[config.mk]
export PLATFORM = sky130hd
export DESIGN_NAME = cnn_mem_arbiter
export DESIGN_NICKNAME = d
export VERILOG_FILES = /design/src/rtl/cnn_mem_arbiter.sv
export SDC_FILE = /design/constraint.sdc
export NUM_CORES = 1
export LEC_CHECK = 0
export ABC_AREA = 1
export ABC_CLOCK_PERIOD_IN_PS = 3400
export CAP_MARGIN = 25
export CORE_UTILIZATION = 33
export DETAILED_ROUTE_END_ITERATION = 10
export GPL_ROUTABILITY_DRIVEN = 0
export GPL_TIMING_DRIVEN = 0
export PLACE_DENSITY = 0.95
export REMOVE_ABC_BUFFERS = 1
export SLEW_MARGIN = 40
export SYNTH_ARGS = -nofsm -noshare
export SYNTH_HDL_FRONTEND = slang
export SYNTH_SLANG_ARGS = --single-unit
[constraint.sdc]
create_clock -name clk -period 3.4 [get_ports clk]
set_clock_uncertainty 0.15 [all_clocks]
set_input_delay 1.02 -clock clk [delete_from_list [all_inputs] [get_ports clk]]
set_output_delay 1.02 -clock clk [all_outputs]
set_load 0.02 [all_outputs]
[src/rtl/cnn_mem_arbiter.sv]
// Round-robin arbiter sharing the CNN feature-map memory port between the
// three layer engines, with burst ownership, a burst-length cap and a turnaround gap.
module cnn_mem_arbiter #(
    parameter int ADDR_W    = 12,
    parameter int DATA_W    = 20,
    parameter int SEL_W     = 3,
    parameter int MAX_BURST = 16
) (
    input  logic                clk,
    input  logic                reset,
    input  logic [2:0]          req,
    input  logic [2:0]          req_last,
    input  logic [2:0]          req_wr,
    input  logic [3*SEL_W-1:0]  req_csel,
    input  logic [3*ADDR_W-1:0] req_addr,
    input  logic [3*DATA_W-1:0] req_wdata,
    output logic [2:0]          gnt,
    output logic                busy,
    output logic [SEL_W-1:0]    csel,
    output logic                cwr,
    output logic                crd,
    output logic [ADDR_W-1:0]   caddr_wr,
    output logic [ADDR_W-1:0]   caddr_rd,
    output logic [DATA_W-1:0]   cdata_wr
);

    // state | meaning
    // IDLE  | no owner, arbitrate on any request
    // OWN   | gnt holds the current owner; beats pass to memory
    // GAP   | one turnaround cycle, memory port idle, then re-arbitrate
    typedef enum logic [1:0] {IDLE, OWN, GAP} state_t;

    localparam logic [7:0] CNT_LAST = 8'(MAX_BURST - 1);

    state_t      state, state_nxt;
    logic [2:0]  gnt_nxt;
    logic [1:0]  rr_ptr, rr_ptr_nxt;
    logic [7:0]  beat_cnt, beat_cnt_nxt;
    logic [2:0]  win_oh;
    logic [1:0]  owner;
    logic        beat;

    logic              o_last, o_wr;
    logic [SEL_W-1:0]  o_csel;
    logic [ADDR_W-1:0] o_addr;
    logic [DATA_W-1:0] o_wdata;

    always_ff @(posedge clk or negedge reset) begin
        if (!reset) begin
            state    <= IDLE;
            gnt      <= 3'b000;
            rr_ptr   <= 2'd0;
            beat_cnt <= 8'd0;
        end else begin
            state    <= state_nxt;
            gnt      <= gnt_nxt;
            rr_ptr   <= rr_ptr_nxt;
            beat_cnt <= beat_cnt_nxt;
        end
    end

    // first requester at or after rr_ptr, wrapping mod 3
    always_comb begin
        win_oh = 3'b000;
        case (rr_ptr)
            2'd1: begin
                if      (req[1]) win_oh = 3'b010;
                else if (req[2]) win_oh = 3'b100;
                else if (req[0]) win_oh = 3'b001;
            end
            2'd2: begin
                if      (req[2]) win_oh = 3'b100;
                else if (req[0]) win_oh = 3'b001;
                else if (req[1]) win_oh = 3'b010;
            end
            default: begin
                if      (req[0]) win_oh = 3'b001;
                else if (req[1]) win_oh = 3'b010;
                else if (req[2]) win_oh = 3'b100;
            end
        endcase
    end

    always_comb begin
        owner = 2'd0;
        if (gnt[1]) owner = 2'd1;
        if (gnt[2]) owner = 2'd2;
    end

    always_comb begin
        o_last  = req_last[0];
        o_wr    = req_wr[0];
        o_csel  = req_csel[0 +: SEL_W];
        o_addr  = req_addr[0 +: ADDR_W];
        o_wdata = req_wdata[0 +: DATA_W];
        case (owner)
            2'd1: begin
                o_last  = req_last[1];
                o_wr    = req_wr[1];
                o_csel  = req_csel[SEL_W +: SEL_W];
                o_addr  = req_addr[ADDR_W +: ADDR_W];
                o_wdata = req_wdata[DATA_W +: DATA_W];
            end
            2'd2: begin
                o_last  = req_last[2];
                o_wr    = req_wr[2];
                o_csel  = req_csel[2*SEL_W +: SEL_W];
                o_addr  = req_addr[2*ADDR_W +: ADDR_W];
                o_wdata = req_wdata[2*DATA_W +: DATA_W];
            end
            default: ;
        endcase
    end

    // gnt is zero outside OWN, so beats can only happen while owning
    assign beat = |(req & gnt);

    always_comb begin
        state_nxt    = state;
        gnt_nxt      = gnt;
        rr_ptr_nxt   = rr_ptr;
        beat_cnt_nxt = beat_cnt;
        case (state)
            OWN: begin
                if (beat) beat_cnt_nxt = beat_cnt + 8'd1;
                if (!beat || o_last || beat_cnt == CNT_LAST) begin
                    state_nxt = GAP;
                    gnt_nxt   = 3'b000;
                    case (owner)
                        2'd0:    rr_ptr_nxt = 2'd1;
                        2'd1:    rr_ptr_nxt = 2'd2;
                        default: rr_ptr_nxt = 2'd0;
                    endcase
                end
            end
            default: begin
                if (|req) begin
                    state_nxt    = OWN;
                    gnt_nxt      = win_oh;
                    beat_cnt_nxt = 8'd0;
                end else begin
                    state_nxt = IDLE;
                    gnt_nxt   = 3'b000;
                end
            end
        endcase
    end

    assign busy     = (state != IDLE);
    assign cwr      = beat & o_wr;
    assign crd      = beat & ~o_wr;
    assign csel     = beat ? o_csel : '0;
    assign caddr_wr = cwr ? o_addr : '0;
    assign caddr_rd = crd ? o_addr : '0;
    assign cdata_wr = cwr ? o_wdata : '0;

endmodule

# Word-level counts from Yosys, hierarchy flattened
# Cells that the tools add are included.
classes:
  add_sub_neg: 1
  n_eq_ne: 8
  mux: 31
  n_bitwise: 4
  reduce_logical: 10
op_table:
  columns: ["cell", "count"]
  rows:
  - ["$pmux 20 s2", 1]
  - ["$mux 3", 10]
  - ["$mux 12", 2]
  - ["$mux 8", 3]
  - ["$pmux 12 s2", 1]
  - ["$mux 20", 1]
  - ["$pmux 3 s2", 2]
  - ["$mux 2", 5]
  - ["$add 8x1->8 const B", 1]
  - ["$eq 8x4->1 const B", 1]
  - ["$eq 2x1->1 const B", 3]
  - ["$reduce_or 3->1", 2]
  - ["$eq 2x2->1 const B", 2]
  - ["$ne 2x2->1 const B", 2]
  - ["$pmux 1 s2", 2]
  - ["$pmux 2 s2", 1]
  - ["$reduce_and 2->1", 2]
  - ["$reduce_bool 2->1", 2]
  - ["$and 3x3->3", 1]
  - ["$mux 1", 3]
  - ["$and 1x1->1", 2]
  - ["$logic_not 2->1", 1]
  - ["$logic_or 1x1->1", 2]
  - ["$logic_not 1->1", 1]
  - ["$not 1->1", 1]
totals:
  ff_bits: 15
  in_bits: 116
  output_inout_bits: 53

# Logic depth before layout (Yosys ltp)
# Gate-level depths: netlist of the first run.
logic_depth:
  ltp_word: 8
  mapped_depth: 9
  mapped_depth_nobuf: 8

# Worst setup path before layout of the first run
# OpenSTA, ideal clock, no wires.
synth_path:
  kind: "in2out"
  startpoint: "input port req[1]"
  endpoint: "output port caddr_rd[10]"
  arrival_time_ns: 1.855
  required_time_ns: 2.230
  slack_ns: 0.375
  path_stages: 5
  n_path_buf: 1
  cell_sequence: "nand2_1 -> nand3_4 -> nand4_4 -> buf_2 -> nor2_1"
synth_via:
  elab_chain_len: 4
synth_lines:
  columns: ["element", "line", "source"]
  rows:
  - ["start: declaration", "11", "input logic [2:0] req,"]
  - ["$and 3x3->3", "116", "assign beat = |(req & gnt);"]
  - ["$reduce_or 3->1", "116", null]
  - ["$and 1x1->1", "151", "assign crd = beat & ~o_wr;"]
  - ["$mux 12", "154", "assign caddr_rd = crd ? o_addr : '0;"]
  - ["end: declaration", "23", "output logic [ADDR_W-1:0] caddr_rd,"]
# Every way passes these cells.

# Worst setup path after layout of the first run
layout_path:
  startpoint: "input port req_wr[1]"
  endpoint: "output port cdata_wr[15]"
layout_via:
  elab_chain_len: 3
layout_lines:
  columns: ["element", "line", "source"]
  rows:
  - ["start: declaration", "13", "input logic [2:0] req_wr,"]
  - ["$pmux 1 s2", "96", "case (owner)"]
  - ["$and 1x1->1", "150", "assign cwr = beat & o_wr;"]
  - ["$mux 20", "155", "assign cdata_wr = cwr ? o_wdata : '0;"]
  - ["end: declaration", "24", "output logic [DATA_W-1:0] cdata_wr"]
# Every way passes these cells.

==> run metrics, run 1 <==
status=complete, no violations; crit path capture=cdata_wr[15]; RSZ-0062 raised after global routing=false; Worst Path Max Fanout=8; worst-margin pin slew=0.684 ns; post-synthesis simple-gate area fraction=0.431; Worst Setup End Kind=output port; Pre-antenna DRT Iters=4; Peak VDD IR=0.000541 V; Area growth syn-to-layout=110%; vias in the first global route=2755; most common cell after layout, fill and taps aside=clkdlybuf4s50_1; DIE AREA=5560 sq um; first-pass GRT wire length=13600 um; Met1 Routed Length=3420 um; routed vias/inst=5.29; Arr. time, crit path=2.20 ns; io pins=169; synth top area cells=nand2_1, dfrtp_1, nor2_1, a31oi_1, o22ai_1; share of cells above drive strength 1=0.224; Post-Route Setup TNS=0 ns; Initial Utilization=0.342; reg2reg start=gnt[2]$_DFFE_PN0P_; largest family of logic cells by synthesized area=simple AND/OR/NAND/NOR gates; DRT iter0 DRCs=113; sequential area share after synthesis=0.216; H-tree depth=1; core area=5070 sq um; CTS tree=yes; min Tclk post-route=3.37 ns; Slew Limit Headroom=0.543; met3 WL post-DR=1110 um; Post-Synth XOR/XNOR Area=0.0151; RR Endpoint=beat_cnt[5]$_DFFE_PN0P_; clk sinks=15; worst hold slack=0.375 ns; # DRC=0; Final Hold Viols=0; count of final setup violators=0; Total Wirelength=9410 um; final worst path period share=0.992; Seq cells post-synth=15; Synth cell types=33; critical path launch point=req_wr[1]; final slew viol count=0; total power=2.59 mW; total gr overflow=0; reg-to-reg slack, setup=1.36 ns; CP required=2.23 ns; average size of a mapped cell=6.09 sq um; GRT Total Usage=0.329; ANT cells=0; Hold Buf Count CTS=0; row cnt=26; pin count of the biggest net entering global routing=26; hpwl dp=6280 um; CTS max path bufs=2; most frequent cells in the layout=clkdlybuf4s50_1, nand2_1, nor2_1; CP startpoint kind=primary input; Setup WS post-layout=0.0270 ns; PwrDens=711 nW/um^2; DR WL/cell=17.8 um; Worst-Skew Late Latency=0.25 ns; Post-DRT Antenna Nets=0; Vias=2805; top layer used by detailed routing=met4; CTS Buf Count=3; post-synthesis mux area share=0; R2R cell count=10; worst hold-check path type=reg -> reg; leakage power=1.63 nW; antenna violations before repair=0; Root Driver=clkbuf_8; Yosys top cell area share=0.218; Place WS=-0.912 ns; Worst-path clk slew=0.06 ns; adder-cell area share of the yosys netlist=0.0216; WL met2=4560 um; max-cap violations=0; die height=74.5 um; biggest area consumer among synthesized cells=nand2_1; Compound-Gate Fraction of Synth Area=0.215; port buffer count=168; Die X=74.5 um; Fmax achieved=296 MHz; Mapped Area=1740 sq um; Setup CP Type=in -> out; YS warnings=0; Mapped Cells=285; Layout Nets=580
[registers in the layout, summed over array words and instances (netlist names)]
register / cells
gnt: 3
beat_cnt: 8
state: 2
rr_ptr: 2
[final cells by class]
cell class / count / area, sq um
Timing Repair Buffer: 180 / 1660
Fill cell: 404 / 1430
Inverter: 22 / 93.8
Sequential cell: 15 / 380
Multi-Input combinational cell: 239 / 1370
Tap cell: 70 / 87.6
Clock buffer: 4 / 45.0
[per-layer routing]
layer	vias to the layer above	track usage
li1	1310	-
met1	1284	0.365
met2	179	0.581
met3	32	0.100
met4	0	0.138
met5	-	0
[cells in the mapped netlist, drive strengths merged]
| cell type | count |
|---|---|
| o2111ai | 1 |
| ha | 3 |
| a31oi | 21 |
| nand2 | 106 |
| a21oi | 3 |
| clkbuf | 3 |
| inv | 21 |
| xnor2 | 1 |
| nand3 | 13 |
| or2 | 1 |
| buf | 12 |
| nor3b | 2 |
| o21bai | 12 |
| dfrtp | 15 |
| xor2 | 2 |
| o22ai | 15 |
| nand4 | 6 |
| clkinv | 1 |
| nor2 | 41 |
| o21ai | 6 |
[kinds of logic after synthesis]
group / Yosys count
adders and majority gates: 3
AOI/OAI and AO/OA: 58
DFF: 15
buffers and inverters: 37
xor gates and xnor gates: 3
and+or+nand+nor: 169
[report_power, final]
part,internal (mW),switching [mW]
registers,0.229,0.0521
logic,0.808,1.35
clock network,0.0831,0.0648
total,1.12,1.47
[worst max-delay path, stage by stage]
cell and delay [ns]:
dlygate4sd2_1 0.26, nand2_4 0.12, nand3_4 0.23, nand2_4 0.15, a31oi_1 0.21, buf_2 0.21
[how the worst min path moves through the flow]
stage          depth (start not counted)  slack [ns]                  start                    end
2_1_floorplan                          2        0.32  rr_ptr[1]$_DFFE_PN0P_  rr_ptr[1]$_DFFE_PN0P_
3_3_place_gp                           2        0.34  rr_ptr[1]$_DFFE_PN0P_  rr_ptr[1]$_DFFE_PN0P_
3_5_place_dp                           2        0.34  rr_ptr[0]$_DFFE_PN0P_  rr_ptr[0]$_DFFE_PN0P_
4_1_cts                                2        0.36  rr_ptr[0]$_DFFE_PN0P_  rr_ptr[0]$_DFFE_PN0P_
5_1_grt                                2        0.42  rr_ptr[0]$_DFFE_PN0P_  rr_ptr[0]$_DFFE_PN0P_
6_report                               2        0.38  rr_ptr[0]$_DFFE_PN0P_  rr_ptr[0]$_DFFE_PN0P_
[stage by stage]
step | util | instances | instance area, sq um
2_1_floorplan | - | 270 | 1640
3_3_place_gp | 0.673 | 508 | 3410
3_5_place_dp | 0.673 | 508 | 3410
4_1_cts | 0.715 | 529 | 3630
5_1_grt | 0.718 | 530 | 3640
6_report | 0.718 | 530 | 3640
[timing repair]
item | in CTS | in global routing
cloned | 6 | 0
pin swaps | 11 | 7
resized for setup | 242 | 12
buffers inserted | 11 | 1
endpoints found under the setup margin | 49 | 35
(Power assumes the default switching activity.)
==> inputs of run 2 (changes only) <==
CAP_MARGIN = 20   (was 25)
==> results of run 2 <==
The final DEF is identical to that of run 1; final timing and power are the same.
==> RTL edit 1 (settings of run 1) <==
The parameter `SEL_W` goes from 3 to 2.
--- a/src/rtl/cnn_mem_arbiter.sv
+++ b/src/rtl/cnn_mem_arbiter.sv
@@ -3,7 +3,7 @@
 module cnn_mem_arbiter #(
     parameter int ADDR_W    = 12,
     parameter int DATA_W    = 20,
-    parameter int SEL_W     = 3,
+    parameter int SEL_W     = 2,
     parameter int MAX_BURST = 16
 ) (
     input  logic                clk,
Interface: changed (resized csel and req_csel); port bits go from 169 to 165. The function was not compared with the original's and may differ.
==> RTL edit 1 against run 1 <==
Worst setup slack improved by 76 ps; core utilization fell by 3.0 points; via count decreased by 6.1%; routed wire length down 10%; sequential share of layout area is 0.42 points higher; cell count fell by 2.1%; sequential cell count is the same; die area shrank 0.28%; area after synthesis decreased by 0.29%; global-route usage decreased by 3.8 points; total power down 6.5%; cell area shrank 4.2%; largest cell class unchanged.
==> RTL edit 1: results (changes against run 1) <==
metric	value	unit	change
top post-synthesis cells by count	nand2_1 (100), nor2_1 (43), inv_1 (19)		
r2r endpoint	rr_ptr[0]		
Adder-Cell Fraction of Synth Area	2.17	%	+0.0062 points
worst skew pair latency	250	ps	about the same
GR Util All Layers	29.0	%	-3.8 points
Lkg Pwr	1.58	nW	-2.7%
status	finished clean		
Crit path largest cell delay	240	ps	-20 ps
largest net degree at the start of global routing	25		-3.8%
worst rel slew slack	54.6	%	+0.35 points
DR iter-0 viols	108		-4.4%
fin crit share	97.0	%	-2.2 points
# fillers	434		+7.4%
Reg clk slew, reported paths	60	ps	about the same
Synth cell types	30		-9.1%
worst reg-to-reg setup slack	1280	ps	-80 ps
worst-path fanout max	7		-1
worst slack at placement	-884	ps	+28.5 ps
Worst Path Arrival	2130	ps	-70 ps
compound-gate portion of the synthesized area	23.8	%	+2.3 points
R2R cell count	9		-1
largest cells by area after synthesis	dfrtp_1 (22%), nand2_1 (22%), nor2_1 (9.3%)		
Buffers on Ports	164		-2.4%
DR WL/cell	16.3	um	-8.3%
first-pass GRT wire length	12100	um	-11%
via/cell ratio	5.08		-4.1%
nets@finish	566		-2.4%
HPWL Detailed	5950	um	-5.2%
Critical Path End	caddr_rd[10]		
Crit. Startpoint	req[1]		
Post-Synth XOR/XNOR Area	1.01	%	-0.50 points
Max VDD drop	0.512	mV	-5.3%
RTL edit 1: cell types whose count changed after synthesis, sizes merged:
cell and delta:
inv -1, o21ai -1, a31oi -1, nand3 +1, nor2 +4, or2 -1, nand4 -4, xnor2 -1
a21oi +2, nand2 -1
RTL edit 1: cell families (layout without fill, tap and decap cells):
kind of cell | count (synthesis) | after routing
fa+ha+maj | 3 | 3
simple gates | 168 | 172
flops | 15 | 15
xor+xnor | 2 | 2
buf+inv | 36 | 199
compound gates | 58 | 58
RTL edit 1: worst min-delay path by stage:
| stage | slack, ps | startpoint | cells after the start | endpoint |
|---|---|---|---|---|
| 3_3_place_gp | 340 | rr_ptr[1] | 2 | rr_ptr[1] |
| 3_5_place_dp | 360 | rr_ptr[1] | 2 | rr_ptr[1] |
| 2_1_floorplan | 320 | rr_ptr[1] | 2 | rr_ptr[1] |
| 4_1_cts | 370 | rr_ptr[1] | 2 | rr_ptr[1] |
| 6_report | 370 | rr_ptr[0] | 2 | rr_ptr[0] |
| 5_1_grt | 380 | rr_ptr[0] | 2 | rr_ptr[0] |
RTL edit 1: power breakdown:
group | switching (mW) | internal [mW]
sequential | 0.0603 | 0.228
combinational | 1.23 | 0.752
clock | 0.0637 | 0.0831
total | 1.36 | 1.06
RTL edit 1: through the flow:
step                      utilization, %  setup TNS [ps]  instances  area [sq um]
final                               68.7               0        519          3490
after CTS                           67.9               0        514          3450
after detailed placement            66.3          -37160        501          3360
after global routing                68.7               0        519          3490
after floorplan                        -            -803        267          1630
after global placement              66.3          -56000        501          3360
RTL edit 1: area by class of cell:
| class | count | area (sq um) | share of cell area, % |
|---|---|---|---|
| timing repair buffer | 174 | 1560 | 44.8 |
| sequential | 15 | 379 | 10.9 |
| tap | 70 | 87.6 | 2.51 |
| inverter | 21 | 96.3 | 2.76 |
| multi-input combinational | 235 | 1320 | 37.8 |
| clock buffer | 4 | 45.0 | 1.29 |
RTL edit 1: routing by layer:
metal	wire [um]	GRT usage, %	vias up
met5	0	0	-
met4	132	8.60	0
met3	738	7.72	14
met2	4250	50.9	131
met1	3330	34.7	1219
li1	-	-	1270
RTL edit 1: repair_timing:
action,4_1_cts,5_1_grt
buffers inserted,5,5
gates cloned,4,0
gates resized for setup,233,5
pin swaps,10,1
endpoints found under the setup margin,48,45
RTL edit 1: worst reg2reg max path: stages (launching register included):
cell     delay (ps)
dfrtp_4         540
buf_4           170
nor2_2          510
nand2_1         160
nand2_1         100
nor2_1           50
nand2_1         110
nand2_1         120
nand2_1          80
nand2_1          40
==> RTL edit 2 (config.mk and constraints of run 1) <==
Made on the original files. The 3 states of `state_t` get a one-hot encoding in 3 bits.
--- a/src/rtl/cnn_mem_arbiter.sv
+++ b/src/rtl/cnn_mem_arbiter.sv
@@ -28,7 +28,7 @@
     // IDLE  | no owner, arbitrate on any request
     // OWN   | gnt holds the current owner; beats pass to memory
     // GAP   | one turnaround cycle, memory port idle, then re-arbitrate
-    typedef enum logic [1:0] {IDLE, OWN, GAP} state_t;
+    typedef enum logic [2:0] {IDLE = 3'b001, OWN = 3'b010, GAP = 3'b100} state_t;
 
     localparam logic [7:0] CNT_LAST = 8'(MAX_BURST - 1);
 
Check against the original RTL: no difference found for any inputs over 10 cycles, from zero or initial values and one cycle with reset low; not proved beyond that.
==> RTL edit 2 against run 1 <==
Area after synthesis up 1.3%; total power up 1.4%; cell area up 0.45%; routed wire length down 2.3%; count of clock-buffer cells in the layout unchanged; cell count up 0.94%; worst setup slack better by 65 ps; highest routed layer unchanged; sequential cell count up 1; global-route usage down 2.1 points; synthesized cell count up 1.8%.
==> RTL edit 2: results (changes against run 1) <==
metric	value	unit	change
status	finished clean		
grt met2 use	58.8	%	+0.70 points
Max VDD drop	0.395	mV	-27%
largest cells by area after synthesis	nand2_1 (22%), dfrtp_1 (21%), nor2_1 (9.0%)		
Post-Place Cells	513		+0.98%
largest registers	beat_cnt: 8 flops, gnt: 3 flops, state: 3 flops		
Hold WS	360	ps	-15.2 ps
setup bufs post-CTS	12		+1
Slew @ Worst Pin	694	ps	+10.1 ps
worst-path fanout max	6		-2
worst reg-to-reg setup slack	1320	ps	-40 ps
final wirelength	9200	um	-2.3%
GR Util met3	6.83	%	-3.2 points
P_int	1.12	mW	-0.13%
R2R cell count	8		-2
GR Util All Layers	30.8	%	-2.1 points
via/cell ratio	5.19		-2.0%
Crit. Startpoint	req[2]		
share of layout cells above drive strength 1	21.7	%	-0.67 points
met3 WL post-DR	734	um	-34%
vias in the first global route	2651		-3.8%
Synth cell types	31		-6.1%
sequential cell area fraction in the yosys report	22.8	%	+1.2 points
mean post-synth cell area	6.07	sq um	-0.45%
worst slack at placement	-979	ps	-66.6 ps
GR Util met1	30.6	%	-5.9 points
nets@finish	585		+0.86%
top post-synthesis cells by count	nand2_1 (103), nor2_1 (42), a31oi_1 (20)		
metal2 WL	4820	um	+5.7%
Clock group	152	uW	+3%
post-layout min period	3310	ps	-65.2 ps
critical path's top delay family	buffers and inverters		
Worst Path Arrival	2140	ps	-60 ps
Routed met1 length	3240	um	-5.3%
DR iter-0 viols	126		+12%
[RTL edit 2: cell types whose count changed in the layout (fill, tap and decap cells not counted), moves of 3 or more]
cell             change
a31oi_4              +4
a31oi_1              -4
buf_4                -6
nand2_4              -4
nand2_2              +3
nor2_2               -7
buf_6                +3
clkdlybuf4s15_2      -9
buf_2               +14
nor2_1              +11
[RTL edit 2: logic make-up (layout without fill, tap and decap cells)]
logic type | count (synthesis) | after routing | synth area share, %
adders and majority gates | 3 | 3 | 2.13
AOI/OAI and AO/OA | 56 | 56 | 20.4
DFF | 16 | 16 | 22.8
buffers and inverters | 37 | 206 | 10.0
and+or+nand+nor | 175 | 181 | 43.1
xor gates and xnor gates | 3 | 3 | 1.49
[RTL edit 2: cell type report]
class	instances	area [sq um]
timing repair buffer	180	1610
fill	440	1450
multi-input combinational	243	1420
sequential	16	405
inverter	22	91.3
tap	70	87.6
clock buffer	4	45.0
